**src/rtl/eros_pkg.sv**
```systemverilog
// Shared types and constants for the lockstep recovery controller.
//   dmr_rec_state_e : recovery FSM state encoding (3-bit)
//   DMR_RETRY_W     : width of the retry counter / retry_cnt_o
package eros_pkg;

  localparam int unsigned DMR_RETRY_W = 4;

  typedef enum logic [2:0] {
    OFF      = 3'd0,
    LOCKSTEP = 3'd1,
    HALT     = 3'd2,
    RESYNC   = 3'd3,
    FAULT    = 3'd4
  } dmr_rec_state_e;

endpackage

```
**src/rtl/dmr_recovery_ctrl_if.sv**
```systemverilog
// Signal bundle between the recovery controller and its surroundings
// (DMR comparator, the two cores' debug/restart inputs, platform status).
//   slave  : controller view (samples enable/error/halted/resync_done/clear,
//            drives debug_req/resync/bus_gate/error_irq/fault/retry_cnt/state)
//   master : environment view (the reverse directions)
//
// Signalling: there is no valid/ready pair here. enable_i and halted_i are
// levels; resync_done_i and clear_i are single-cycle pulses sampled on the
// rising clock edge; resync_o and error_irq_o are single-cycle pulses; all
// other outputs are levels. state_o exposes the FSM state for observation.
interface dmr_recovery_ctrl_if
  import eros_pkg::*;
#(
  parameter int unsigned NHARTS = 2
);

  logic                   enable_i;
  logic                   error_i;
  logic [NHARTS-1:0]      halted_i;
  logic                   resync_done_i;
  logic                   clear_i;
  logic [NHARTS-1:0]      debug_req_o;
  logic                   resync_o;
  logic                   bus_gate_o;
  logic                   error_irq_o;
  logic                   fault_o;
  logic [DMR_RETRY_W-1:0] retry_cnt_o;
  dmr_rec_state_e         state_o;

  modport slave (
    input  enable_i, error_i, halted_i, resync_done_i, clear_i,
    output debug_req_o, resync_o, bus_gate_o, error_irq_o, fault_o,
           retry_cnt_o, state_o
  );

  modport master (
    output enable_i, error_i, halted_i, resync_done_i, clear_i,
    input  debug_req_o, resync_o, bus_gate_o, error_irq_o, fault_o,
           retry_cnt_o, state_o
  );

endinterface

```
**src/rtl/dmr_sat_counter.sv**
```systemverilog
// Saturating up-counter with synchronous clear and terminal-count flag.
//   clk_i, rst_ni : clock, asynchronous active-low reset
//   clr_i         : return to zero (wins over en_i)
//   en_i          : count up by one, holding at MAX
//   tc_o          : count currently equals MAX
module dmr_sat_counter #(
  parameter int unsigned MAX = 255,
  parameter int unsigned W   = $clog2(MAX + 1)
) (
  input  logic clk_i,
  input  logic rst_ni,
  input  logic clr_i,
  input  logic en_i,
  output logic tc_o
);

  localparam logic [W-1:0] MAX_V = W'(MAX);

  logic [W-1:0] cnt_d, cnt_q;

  always_comb begin
    cnt_d = cnt_q;
    if (clr_i) begin
      cnt_d = '0;
    end else if (en_i && (cnt_q != MAX_V)) begin
      cnt_d = cnt_q + 1'b1;
    end
  end

  always_ff @(posedge clk_i or negedge rst_ni) begin
    if (!rst_ni) begin
      cnt_q <= '0;
    end else begin
      cnt_q <= cnt_d;
    end
  end

  assign tc_o = (cnt_q == MAX_V);

endmodule

```
**src/rtl/dmr_recovery_ctrl.sv**
```systemverilog
// Recovery sequencer for a dual-modular-redundant lockstep pair.
// On a comparator mismatch it halts both harts via debug request, fires a
// resynchronisation restart, and counts retries; too many retries or a halt
// timeout park the pair in a sticky FAULT until software clears it.
//   clk_i, rst_ni : clock, asynchronous active-low reset
//   dmr (slave)   : enable/error/halted/resync_done/clear in;
//                   debug_req/resync/bus_gate/error_irq/fault/retry_cnt/state out
// Every output comes straight from a flop.
module dmr_recovery_ctrl
  import eros_pkg::*;
#(
  parameter int unsigned NHARTS       = 2,
  parameter int unsigned MAX_RETRIES  = 3,
  parameter int unsigned HALT_TIMEOUT = 255,
  parameter int unsigned CLEAN_CYCLES = 1024
) (
  input  logic               clk_i,
  input  logic               rst_ni,
  dmr_recovery_ctrl_if.slave dmr
);

  localparam int unsigned CLEAN_W = $clog2(CLEAN_CYCLES + 1);
  localparam int unsigned TOUT_W  = $clog2(HALT_TIMEOUT + 1);
  localparam logic [DMR_RETRY_W-1:0] MAX_RETRY_V = DMR_RETRY_W'(MAX_RETRIES);

  dmr_rec_state_e         state_d, state_q;
  logic [DMR_RETRY_W-1:0] retry_d, retry_q;
  logic                   irq_d, irq_q;
  logic                   resync_d, resync_q;
  logic                   dbg_d, dbg_q;
  logic                   gate_d, gate_q;
  logic                   fault_d, fault_q;

  logic clean_tc, tout_tc;

  // Clean window: terminal count sits one below CLEAN_CYCLES so the retry
  // counter clears on the very edge that completes the error-free window.
  dmr_sat_counter #(
    .MAX (CLEAN_CYCLES - 1),
    .W   (CLEAN_W)
  ) u_clean_cnt (
    .clk_i  (clk_i),
    .rst_ni (rst_ni),
    .clr_i  ((state_q != LOCKSTEP) || dmr.error_i),
    .en_i   (state_q == LOCKSTEP),
    .tc_o   (clean_tc)
  );

  // Halt timeout: count equals k in the k-th cycle after HALT entry, so the
  // FAULT transition lands HALT_TIMEOUT+1 cycles after entry.
  dmr_sat_counter #(
    .MAX (HALT_TIMEOUT),
    .W   (TOUT_W)
  ) u_tout_cnt (
    .clk_i  (clk_i),
    .rst_ni (rst_ni),
    .clr_i  (state_q != HALT),
    .en_i   (state_q == HALT),
    .tc_o   (tout_tc)
  );

  always_comb begin
    state_d  = state_q;
    retry_d  = retry_q;
    irq_d    = 1'b0;
    resync_d = 1'b0;
    unique case (state_q)
      OFF: begin
        if (dmr.enable_i) state_d = LOCKSTEP;
      end
      LOCKSTEP: begin
        // A mismatch outranks a simultaneous disable: recovery must start.
        if (dmr.error_i) begin
          irq_d = 1'b1;
          if (retry_q >= MAX_RETRY_V) begin
            state_d = FAULT;
          end else begin
            state_d = HALT;
            retry_d = retry_q + 1'b1;
          end
        end else begin
          if (clean_tc) retry_d = '0;
          if (!dmr.enable_i) state_d = OFF;
        end
      end
      HALT: begin
        // Halt completion wins over a timeout expiring in the same cycle.
        if (&dmr.halted_i) begin
          state_d  = RESYNC;
          resync_d = 1'b1;
        end else if (tout_tc) begin
          state_d = FAULT;
        end
      end
      RESYNC: begin
        if (dmr.resync_done_i) state_d = LOCKSTEP;
      end
      FAULT: begin
        if (dmr.clear_i) begin
          state_d = OFF;
          retry_d = '0;
        end
      end
      default: state_d = OFF;
    endcase

    // Halt request is held through the restart pulse cycle so the harts see
    // the restart while still parked, then drops.
    dbg_d   = (state_d == HALT) || (state_d == FAULT) || resync_d;
    gate_d  = (state_d == HALT) || (state_d == RESYNC) || (state_d == FAULT);
    fault_d = (state_d == FAULT);
  end

  always_ff @(posedge clk_i or negedge rst_ni) begin
    if (!rst_ni) begin
      state_q  <= OFF;
      retry_q  <= '0;
      irq_q    <= 1'b0;
      resync_q <= 1'b0;
      dbg_q    <= 1'b0;
      gate_q   <= 1'b0;
      fault_q  <= 1'b0;
    end else begin
      state_q  <= state_d;
      retry_q  <= retry_d;
      irq_q    <= irq_d;
      resync_q <= resync_d;
      dbg_q    <= dbg_d;
      gate_q   <= gate_d;
      fault_q  <= fault_d;
    end
  end

  assign dmr.debug_req_o = {NHARTS{dbg_q}};
  assign dmr.resync_o    = resync_q;
  assign dmr.bus_gate_o  = gate_q;
  assign dmr.error_irq_o = irq_q;
  assign dmr.fault_o     = fault_q;
  assign dmr.retry_cnt_o = retry_q;
  assign dmr.state_o     = state_q;

endmodule

```
**src/flat_wrapper.sv**
```systemverilog
// flat-port wrapper written by rule: the top's interface ports become plain ports
module dmr_recovery_ctrl_flat import eros_pkg::*;
#(
  parameter int unsigned NHARTS       = 2,
  parameter int unsigned MAX_RETRIES  = 3,
  parameter int unsigned HALT_TIMEOUT = 255,
  parameter int unsigned CLEAN_CYCLES = 1024
)
  (clk_i, rst_ni, dmr_enable_i, dmr_error_i, dmr_halted_i, dmr_resync_done_i, dmr_clear_i, dmr_debug_req_o, dmr_resync_o, dmr_bus_gate_o, dmr_error_irq_o, dmr_fault_o, dmr_retry_cnt_o, dmr_state_o);
  dmr_recovery_ctrl_if #(.NHARTS(NHARTS)) dmr_i ();
  input  logic clk_i;
  input  logic rst_ni;
  input wire logic [$bits(dmr_i.enable_i)-1:0] dmr_enable_i;
  input wire logic [$bits(dmr_i.error_i)-1:0] dmr_error_i;
  input wire logic [$bits(dmr_i.halted_i)-1:0] dmr_halted_i;
  input wire logic [$bits(dmr_i.resync_done_i)-1:0] dmr_resync_done_i;
  input wire logic [$bits(dmr_i.clear_i)-1:0] dmr_clear_i;
  output wire logic [$bits(dmr_i.debug_req_o)-1:0] dmr_debug_req_o;
  output wire logic [$bits(dmr_i.resync_o)-1:0] dmr_resync_o;
  output wire logic [$bits(dmr_i.bus_gate_o)-1:0] dmr_bus_gate_o;
  output wire logic [$bits(dmr_i.error_irq_o)-1:0] dmr_error_irq_o;
  output wire logic [$bits(dmr_i.fault_o)-1:0] dmr_fault_o;
  output wire logic [$bits(dmr_i.retry_cnt_o)-1:0] dmr_retry_cnt_o;
  output wire logic [$bits(dmr_i.state_o)-1:0] dmr_state_o;
  assign dmr_i.enable_i = dmr_enable_i;
  assign dmr_i.error_i = dmr_error_i;
  assign dmr_i.halted_i = dmr_halted_i;
  assign dmr_i.resync_done_i = dmr_resync_done_i;
  assign dmr_i.clear_i = dmr_clear_i;
  assign dmr_debug_req_o = dmr_i.debug_req_o;
  assign dmr_resync_o = dmr_i.resync_o;
  assign dmr_bus_gate_o = dmr_i.bus_gate_o;
  assign dmr_error_irq_o = dmr_i.error_irq_o;
  assign dmr_fault_o = dmr_i.fault_o;
  assign dmr_retry_cnt_o = dmr_i.retry_cnt_o;
  assign dmr_state_o = dmr_i.state_o;
  dmr_recovery_ctrl #(.NHARTS(NHARTS), .MAX_RETRIES(MAX_RETRIES), .HALT_TIMEOUT(HALT_TIMEOUT), .CLEAN_CYCLES(CLEAN_CYCLES)) u_core (.clk_i(clk_i), .rst_ni(rst_ni), .dmr(dmr_i));
endmodule
```
**config.mk**
```make
export PLATFORM = sky130hd
export DESIGN_NAME = dmr_recovery_ctrl_flat
export DESIGN_NICKNAME = d
export VERILOG_FILES = /design/src/rtl/eros_pkg.sv /design/src/rtl/dmr_recovery_ctrl_if.sv /design/src/rtl/dmr_sat_counter.sv /design/src/rtl/dmr_recovery_ctrl.sv /design/src/flat_wrapper.sv
export SDC_FILE = /design/constraint.sdc
export NUM_CORES = 1
export LEC_CHECK = 0
export CORE_MARGIN = 5
export CORE_UTILIZATION = 48
export DETAILED_ROUTE_END_ITERATION = 12
export GPL_ROUTABILITY_DRIVEN = 0
export PLACE_DENSITY_LB_ADDON = 0.1
export SETUP_SLACK_MARGIN = 0.3
export SYNTH_ARGS = -nofsm -noshare
export SYNTH_HDL_FRONTEND = slang
export SYNTH_SLANG_ARGS = --single-unit
```
**constraint.sdc**
```tcl
create_clock -name clk_i -period 1.63 [get_ports clk_i]
set_clock_uncertainty 0.1 [all_clocks]
set_input_delay 0.2445 -clock clk_i [delete_from_list [all_inputs] [get_ports clk_i]]
set_output_delay 0.2445 -clock clk_i [all_outputs]
set_load 0.005 [all_outputs]
```
==> results.cfg <==
[run_status]
status = completed

[final_layout]
final_nets = 240
antenna_cells = 0
post-route-util_pct = 84.5
fin_cells = 273
fill_cells = 165
stdcell_area_um2 = 2600
drive_gt1_share_pct = 52.8
area_growth_pct = 66.7

[timing]
layout_min_cycle_time_ns = 1.59
tightest_slew_ns = 0.405
drv_slew = 0
clock.fmax_mhz = 628
finalWorstSetupSlack_ns = 0.0382
rsz0062_at_grt = true
whs_ns = 0.191
timing.final.crit_share_pct = 97.7
setup_violations = 0
max_slew_margin_pct = 73.0
hold_viol = 0

[logic_synthesis]
synthesis.nets = 162
synth-async-reset-ratio_pct = 100
ys_ff_latch = 31
yosysSeqAreaShare_pct = 49.7
syn_area_um2 = 1560
syn_area_per_cell_um2 = 10.3
synth.distinct_cells = 44
ys_warn_count = 0
synth_ff_type = dfrtp_1
synth_edf_count = 0
netlist_instances = 151

[place]
dp_hpwl_mm = 2.46
place_ws_ns = -0.153
io_buffer_count = 20
post_dp_cell_area_um2 = 1950
dp_cells = 224

[routing]
via_count = 1542
wl_per_cell_um = 17.8
ant_nets = 0
vias_per_cell = 5.65
dr.first_iter.drc_count = 81
wl_mm = 4.85
drt-pass1-iter-count = 4
drc = 0

[cts]
numCtsBuffers = 5
clk_path_buf_depth = 2
htreeDepth = 2
clkTransAtPathRegs_ns = 0.10
cts_sinks = 31
cts_tree = built
cts_root_buffer = clkbuf_4
clkLatencyLatePin_ns = 0.34

[job]
drv_cap = 0

[worst_setup_path]
cp.required_ns = 1.77
startpoint_type = flip-flop
critPathKind = flip-flop to flip-flop
cp_data_arrival_time_ns = 1.73
path_max_fanout = 3
endpoint_kind = flip-flop
rrSetupSlack_ns = 0.04

[grt]
grt_pass1_wl_mm = 7.25
grtUsageTotal_pct = 21.9
grt_remaining_overflow = 0
grt_max_degree = 32
antenna_found_initial = 0
grt_pass1_vias = 1523

[die]
initial_core_util_pct = 50.7
num_io_pins = 21
die_h_um = 67.0
coreArea_um2 = 3080
rows = 20
fp.dieArea_um2 = 4490
fp.dieW_um = 67.0

[pwr]
leakage_nw = 1.14
powerDensity_nw_per_um2 = 1250
p_switching_mw = 1.15
seqPwrFrac_pct = 31.4
vdd_drop_max_uv = 938
pwr-share-clk_pct = 13.1
netSwitchingFraction_pct = 35.4
p_int_mw = 2.10
combPwrFrac_pct = 55.5

[hold_path]
hold_path_class = input pin to async pin
-- Yosys cell counts (2+ instances only) --
library cell	n	area, um2
o21ai_0	7	35.0
nand4_1	2	12.5
inv_1	2	7.51
mux2i_1	5	50.1
nand2_1	11	41.3
ha_1	3	37.5
xor2_1	3	26.3
a21oi_1	3	15.0
or3_1	2	12.5
dfrtp_1	31	776
buf_4	2	15.0
nand3_1	8	40.0
nor2_1	19	71.3
and3_1	5	31.3
a31oi_1	10	62.6
inv_2	2	7.51
nor3_1	4	20.0
a311o_2	2	22.5
xnor2_1	3	26.3
nor3b_1	2	15.0
a311oi_1	2	17.5
-- area by class of cell --
| cell class | count | area (um2) | share of cell area [%] |
|---|---|---|---|
| clock buffer | 7 | 45.0 | 1.73 |
| timing repair buffer | 76 | 669 | 25.7 |
| inverter | 4 | 22.5 | 0.866 |
| tap | 44 | 55.1 | 2.12 |
| multi-input combinational | 111 | 1030 | 39.5 |
| sequential | 31 | 781 | 30.0 |
-- layout by cell type, fill, tap and decap left out, types with 2 or more instances in the layout --
| cell type | Yosys | layout |
|---|---|---|
| clkdlybuf4s15_1 | 0 | 7 |
| buf_4 | 2 | 40 |
| o21ai_2 | 0 | 2 |
| nand3_4 | 0 | 2 |
| clkdlybuf4s50_1 | 0 | 7 |
| clkbuf_4 | 0 | 5 |
| nand3_1 | 8 | 4 |
| clkbuf_2 | 1 | 2 |
| o21ai_0 | 7 | 3 |
| buf_6 | 0 | 19 |
| ha_4 | 0 | 2 |
| xor2_1 | 3 | 3 |
| nor2_1 | 19 | 16 |
| xnor2_1 | 3 | 3 |
| or3_4 | 0 | 2 |
| dfrtp_1 | 31 | 27 |
| a31oi_4 | 0 | 2 |
| nand3_2 | 0 | 2 |
| nand4_1 | 2 | 2 |
| nor3b_2 | 0 | 2 |
| a21oi_1 | 3 | 2 |
| a311o_2 | 2 | 2 |
| and3_4 | 0 | 4 |
| clkbuf_1 | 1 | 2 |
| nand2_1 | 11 | 9 |
| mux2i_1 | 5 | 5 |
| a31oi_1 | 10 | 7 |
| dfrtp_2 | 0 | 4 |
| nor2_2 | 1 | 3 |
| nor3_2 | 0 | 2 |
-- power by group through the flow --
stage / Sequential [mW] / Combinational, mW / Clock (mW)
5_1_grt: 1.03 / 1.94 / 0.464
4_1_cts: 0.995 / 1.52 / 0.429
3_5_place_dp: 1.08 / 1.03 / 0
2_1_floorplan: 1.05 / 0.615 / 0
3_3_place_gp: 1.07 / 1.02 / 0
6_report: 1.02 / 1.81 / 0.426
-- flip-flops by register name, indices dropped and copies added, names as in the netlist --
name and count:
u_core.dmr.bus_gate_o 1, u_core.dmr.error_irq_o 1, u_core.dmr.fault_o 1, u_core.u_clean_cnt.cnt_q 11, u_core.u_tout_cnt.cnt_q 8, u_core.dmr.state_o 3, u_core.dbg_q 1, u_core.dmr.retry_cnt_o 4
u_core.dmr.resync_o 1
-- cells by family (layout without fill, tap and decap cells) --
kind of cell / after synthesis / after routing / share of synthesized area [%]
AND/OR/NAND/NOR: 66 / 66 / 24.6
AO/OA/AOI/OAI: 31 / 31 / 13.9
flip-flops: 31 / 31 / 49.7
buffers and inverters: 9 / 87 / 2.81
XOR/XNOR: 6 / 6 / 3.37
multiplexers: 5 / 5 / 3.21
adder cells (fa/ha/maj): 3 / 3 / 2.41
-- worst paths after layout --
kind,startpoint,end,depth (start not counted)
worst max-delay path,u_core.dmr.retry_cnt_o[0]$_DFFE_PN0P_,u_core.dmr.bus_gate_o$_DFF_PN0_,5
worst min-delay path,rst_ni,u_core.u_clean_cnt.cnt_q[3]$_DFFE_PN0P_,2
worst max register to register,u_core.dmr.retry_cnt_o[0]$_DFFE_PN0P_,u_core.dmr.bus_gate_o$_DFF_PN0_,5
worst min register to register,u_core.u_clean_cnt.cnt_q[9]$_DFFE_PN0P_,u_core.u_clean_cnt.cnt_q[10]$_DFFE_PN0P_,1
max in group asynchronous,rst_ni,u_core.u_tout_cnt.cnt_q[7]$_DFFE_PN0P_,2
min in group clk_i,dmr_enable_i,u_core.dmr.state_o[0]$_DFF_PN0_,3
-- per-stage QoR --
stage	power (mW)	setup TNS (ns)
2_1_floorplan	1.66	0
3_3_place_gp	2.08	-0.608
3_5_place_dp	2.11	-1.28
4_1_cts	2.94	0
5_1_grt	3.43	-0.0304
6_report	3.26	0
-- metal layers --
metal  up-vias  GRT usage, %  share of wire, %
li1        718             -                 -
met1       769          25.5                41
met2        42          37.5                53
met3        13          5.40               3.5
met4         0          10.1               2.7
met5         -             0                 0
-- critical path, stage by stage (launching register included) --
cell	delay, ns
dfrtp_1	0.41
ha_2	0.21
nor3_4	0.19
nor2_2	0.08
a311o_2	0.34
nand3b_4	0.15
-- what timing repair did --
item,CTS,global route
setup buffers,37,5
setup endpoints to repair,39,41
hold endpoints to repair,0,0
cloned,0,0
pin swaps,21,14
resized for setup,63,42
hold buffers,0,0
Power figures use the tool's default switching activity.
